==> config.mk <==
export PLATFORM = sky130hd
export DESIGN_NAME = b_lut_seq
export DESIGN_NICKNAME = d
export VERILOG_FILES = /design/src/rtl/b_lut_seq.sv
export SDC_FILE = /design/constraint.sdc
export NUM_CORES = 1
export LEC_CHECK = 0
export ABC_AREA = 1
export BUFFER_PORTS_ARGS = -buffer_cell sky130_fd_sc_hd__buf_2
export CORE_UTILIZATION = 51
export DETAILED_ROUTE_END_ITERATION = 8
export PLACE_DENSITY = 0.76
export SYNTH_ARGS = -nofsm -noshare
export SYNTH_HDL_FRONTEND = slang
export SYNTH_SLANG_ARGS = --single-unit
==> constraint.sdc <==
create_clock -name g_clk -period 1.99 [get_ports g_clk]
set_input_delay 0.199 -clock g_clk [delete_from_list [all_inputs] [get_ports g_clk]]
set_output_delay 0.199 -clock g_clk [all_outputs]
set_load 0.01 [all_outputs]
==> src/rtl/b_lut_seq.sv <==
// b_lut_seq: multi-cycle nibble lookup unit.
//
// Each 4-bit lane of crs1 indexes a 16-entry x 4-bit table. The table is either
// taken from the operands (op_lut) or from an internal stored table (op_lutr).
// op_load writes the operand table into the stored table. LPC lanes are
// resolved per BUSY cycle, least-significant lanes first.
//
// Handshake: a request is taken when valid=1 while the block is IDLE; operands
// are captured on that edge and ignored afterwards. Completion is a single-cycle
// ready=1 in DONE with result valid only in that cycle. The requester drops
// valid in the ready cycle; valid still high once back in IDLE is a new request.
// flush (and g_reset) abandon any operation without producing a ready pulse.
//
// Ports:
//   g_clk, g_reset          clock, synchronous active-high reset
//   valid                   request present (sampled in IDLE)
//   op_lut, op_lutr, op_load operation select (exactly one must be set)
//   flush                   abort, back to IDLE, result cleared
//   crs1                    lookup indices (XLEN bits)
//   crs2, crs3              table low / high half (XLEN=64 uses crs2 only)
//   ready                   one-cycle completion strobe
//   result                  registered result
//   dbg_state               current FSM state (0=IDLE, 1=BUSY, 2=DONE)
module b_lut_seq #(
  parameter int XLEN = 32,  // 32 or 64
  parameter int LPC  = 2    // lanes per cycle, must divide XLEN/4
) (
  input  logic            g_clk,
  input  logic            g_reset,
  input  logic            valid,
  input  logic            op_lut,
  input  logic            op_lutr,
  input  logic            op_load,
  input  logic            flush,
  input  logic [XLEN-1:0] crs1,
  input  logic [XLEN-1:0] crs2,
  input  logic [XLEN-1:0] crs3,
  output logic            ready,
  output logic [XLEN-1:0] result,
  output logic [1:0]      dbg_state
);

  localparam int NL = XLEN / 4;
  localparam int G  = NL / LPC;
  localparam int GW = (G > 1) ? $clog2(G) : 1;

  typedef enum logic [1:0] {
    IDLE = 2'd0,
    BUSY = 2'd1,
    DONE = 2'd2
  } state_t;

  state_t state_q, state_d;

  logic [63:0]     op_tab;      // table formed from the current operands
  logic [63:0]     tab_q;       // table captured for the running lookup
  logic [63:0]     stored_tab;  // table written by op_load
  logic [XLEN-1:0] idx_q;
  logic [XLEN-1:0] result_q;
  logic [XLEN-1:0] res_next;
  logic [GW-1:0]   grp_q;

  logic one_op;
  logic take_lookup;
  logic take_load;

  // A 32-bit block needs both operand halves for the 64-bit table; a 64-bit
  // block gets the whole table from crs2.
  generate
    if (XLEN == 32) begin : g_tab32
      assign op_tab = {crs3, crs2};
    end else begin : g_tab64
      logic unused_crs3;
      assign op_tab      = crs2[63:0];
      assign unused_crs3 = ^crs3;
    end
  endgenerate

  // Exactly one of the three op bits set.
  assign one_op      = (op_lut ^ op_lutr ^ op_load) & ~(op_lut & op_lutr & op_load);
  assign take_lookup = valid & one_op & (op_lut | op_lutr);
  assign take_load   = valid & one_op & op_load;

  // FSM state register
  always_ff @(posedge g_clk) begin
    if (g_reset) begin
      state_q <= IDLE;
    end else begin
      state_q <= state_d;
    end
  end

  // FSM next state
  always_comb begin
    state_d = state_q;
    case (state_q)
      IDLE: begin
        if (take_lookup) begin
          state_d = BUSY;
        end else if (valid) begin
          // loads and malformed requests both finish in one cycle
          state_d = DONE;
        end
      end
      BUSY: begin
        if (grp_q == GW'(G - 1)) begin
          state_d = DONE;
        end
      end
      DONE:    state_d = IDLE;
      default: state_d = IDLE;
    endcase
    if (flush) begin
      state_d = IDLE;
    end
  end

  // Resolve the lanes of the current group; other lanes keep their value.
  always_comb begin
    res_next = result_q;
    for (int j = 0; j < LPC; j++) begin
      res_next[(int'(grp_q) * LPC + j) * 4 +: 4] =
        tab_q[{idx_q[(int'(grp_q) * LPC + j) * 4 +: 4], 2'b00} +: 4];
    end
  end

  // Datapath registers
  always_ff @(posedge g_clk) begin
    if (g_reset) begin
      tab_q      <= '0;
      stored_tab <= '0;
      idx_q      <= '0;
      result_q   <= '0;
      grp_q      <= '0;
    end else if (flush) begin
      result_q <= '0;
      grp_q    <= '0;
    end else begin
      case (state_q)
        IDLE: begin
          if (take_lookup) begin
            idx_q <= crs1;
            tab_q <= op_lut ? op_tab : stored_tab;
            grp_q <= '0;
          end else if (take_load) begin
            stored_tab <= op_tab;
            result_q   <= '0;
          end else if (valid) begin
            result_q <= '0;
          end
        end
        BUSY: begin
          result_q <= res_next;
          grp_q    <= (grp_q == GW'(G - 1)) ? '0 : grp_q + 1'b1;
        end
        default: ;
      endcase
    end
  end

  assign ready     = (state_q == DONE);
  assign result    = result_q;
  assign dbg_state = state_q;

endmodule
==> impl_metrics.yaml <==
critical_path:
  cp_data_arrival_time_ns: 2.30
  endpoint_kind: "register"
  startpoint_type: "register"
  critPathMaxStageDelay_ns: 0.36
  crit_top_cell: "nand3_2"
  crit_required_ns: 2.35
  r2r_slack_ns: 0.05
  critPathKind: "register to register"
  critPathMaxFanout: 10
  crit_chain: "buf_6 -> nand2_2 -> nand3_4 -> nand2_8 -> clkbuf_16 -> nand2_1 -> nand3_1 -> nand3_2 -> nand3_2 -> nand2_4 -> nor2_4 -> nand3_2 -> a21oi_2"
  slowest_stage: "dfxtp_4"
drt:
  wl_met1_um: 11300
  wl_per_cell_um: 15.8
  drt-vias-per-instance: 5.72
  drtIter0Drc: 1172
  ant_nets: 0
  highest_layer: "met4"
  drt-pass1-iter-count: 8
  wl_met3_um: 2200
  drt_wl_total_um: 26200
  wl_met2_um: 12000
  drc: 0
  via_count: 9472
final_layout:
  final_common_cell: "nand2_1"
  syn_to_final_growth_pct: 25.6
  final_cell_area_um2: 11200
  n_antenna_cell: 0
  fin_nets: 1535
  n_fill_cell: 1467
  drive_above_1_share: 0.204
  final_cell_mix: "294 x nand2_1, 194 x dfxtp_1, 175 x nor2_1, 163 x o21ai_0, 137 x buf_2"
  utilization: 0.666
cts:
  cts_buffers: 17
  cts_tree: "yes"
  numClockSinks: 196
  h-tree-depth: 4
  clockBufferDepth: 2
  postCtsSetupBuffers: 0
  path_clk_slew_ns: 0.07
  cts-root-buf: "clkbuf_16"
  clock_latency_ns: 0.44
flow_run:
  cap_viol_max_count: 0
global_routing:
  grt_pass1_wl_um: 41900
  grt_max_degree: 83
  overflow: 0
  antenna_found_initial: 0
  grt.total_usage: 0.289
  grt_pass1_vias: 8527
placement:
  post-dp-hpwl_um: 16900
  place_congestion: 0.905
  dpl_cell_area_um2: 10100
  port_buffers: 137
synthesis:
  netlist.area_leader.share: 0.440
  ys_ff_latch: 196
  synth_edf_count: 0
  synthesis.nets: 1407
  synth_cell_type_count: 28
  ys_seq_area_frac: 0.440
  synth_ff_type: "dfxtp_1"
  ys_warn_count: 0
  syn_area_um2: 8920
  post-synth-top-area-cell: "dfxtp_1"
  yosys-top-cells-area: "dfxtp_1 44%, nand2_1 13%, nand3_1 9.2%"
  avgSynthCellArea_um2: 6.87
  async_flop_share: 0
  syn_inst: 1298
sta:
  worst_pin_slew_ns: 0.749
  rsz0062_at_grt: "yes"
  finalCriticalPeriod_ns: 1.94
  period_share: 0.976
  drv_slew: 0
  finalClockSkew_ns: 0.0113
  max_freq_mhz: 515
  finalHoldViolations: 0
  setup-violations-final: 0
  slew_headroom: 0.501
status:
  status: "completed"
floorplanning:
  initial_core_util: 0.530
  fp.dieArea_um2: 18000
  die_h_um: 134
  boundaryPins: 138
  rows: 47
  die_x_um: 134
  core_area_um2: 16800
power_and_ir_drop:
  power.leakage_uw: 0.00441
  peakVddDrop_v: 0.000658
  pwr_density_cell_nw_per_um2: 804
hold_path:
  hold_path.class: "input port to register"
[sequential cells by signal, summed over array words and instances (netlist names)]
register,flops
result,32
tab_q,64
stored_tab,64
grp_q,2
dbg_state,2
idx_q,32
[worst paths after layout]
path	from	end	depth (start not counted)
setup / recovery	grp_q[0]	result[26]	13
setup reg to reg	grp_q[0]	result[26]	13
hold reg to reg	idx_q[17]	idx_q[17]	2
hold / removal	crs1[21]	idx_q[21]	3
[metrics by stage]
stage | setup TNS [ns] | cells | setup WS [ns] | power (µW) | hold slack, ns
2_1_floorplan | 0 | 1298 | 0.0304 | 4960 | 0.334
3_3_place_gp | -0.0295 | 1611 | -0.00641 | 5390 | 0.425
3_5_place_dp | -2.04 | 1611 | -0.126 | 5410 | 0.431
4_1_cts | 0 | 1651 | 0.00702 | 8920 | 0.00771
5_1_grt | -0.434 | 1657 | -0.0809 | 9370 | 0.0178
6_report | 0 | 1657 | 0.0473 | 9010 | 0.0190
[synth_stat cells (all sizes together) (16+ instances only)]
cell,n
a21oi,56
clkbuf,67
buf,28
o21ai,167
nand4,16
nand3,166
nor2,180
nand2,304
dfxtp,196
a31oi,64
inv,36
[per-layer routing]
layer | GRT usage | vias up
li1 | - | 4626
met1 | 0.387 | 4325
met2 | 0.462 | 453
met3 | 0.0461 | 68
met4 | 0.121 | 0
met5 | 0 | -
[report_power, final]
group	switching, µW	internal, µW	leakage, µW	total, µW
clock network	1490	2040	0.000291	3520
logic	779	494	0.00253	1270
registers	120	4090	0.00159	4210
total	2380	6620	0.00441	9010
[cell families (layout without fill, tap and decap cells)]
group,count (synthesis),in the layout,share of synthesized area
AO/OA/AOI/OAI,291,291,0.175
buffers and inverters,132,271,0.0620
flip-flops,196,196,0.440
AND/OR/NAND/NOR,673,673,0.315
adder cells (fa/ha/maj),6,6,0.00841
[what timing repair did]
action / CTS / global route
setup endpoints to repair: 11 / 32
gates resized for setup: 6 / 63
gates cloned: 0 / 6
hold buffers: 10 / 0
hold endpoints to repair: 10 / 0
pin swaps: 0 / 18
[final cells by class]
| type | count | area [µm²] | share of cell area |
|---|---|---|---|
| sequential | 196 | 3930 | 0.351 |
| tap | 220 | 275 | 0.0246 |
| inverter | 37 | 144 | 0.0128 |
| timing repair buffer | 204 | 1510 | 0.135 |
| clock buffer | 19 | 453 | 0.0404 |
| multi-input combinational | 970 | 4740 | 0.423 |
| clock inverter | 11 | 154 | 0.0137 |
[worst max-delay path, delay by kind of cell, from the launching register on]
| family | cells | cell delay, ns |
|---|---|---|
| compound gates | 1 | 0.15 |
| buf+inv | 2 | 0.30 |
| flops | 1 | 0.36 |
| simple gates | 10 | 1.04 |
Power figures use the tool's default switching activity.
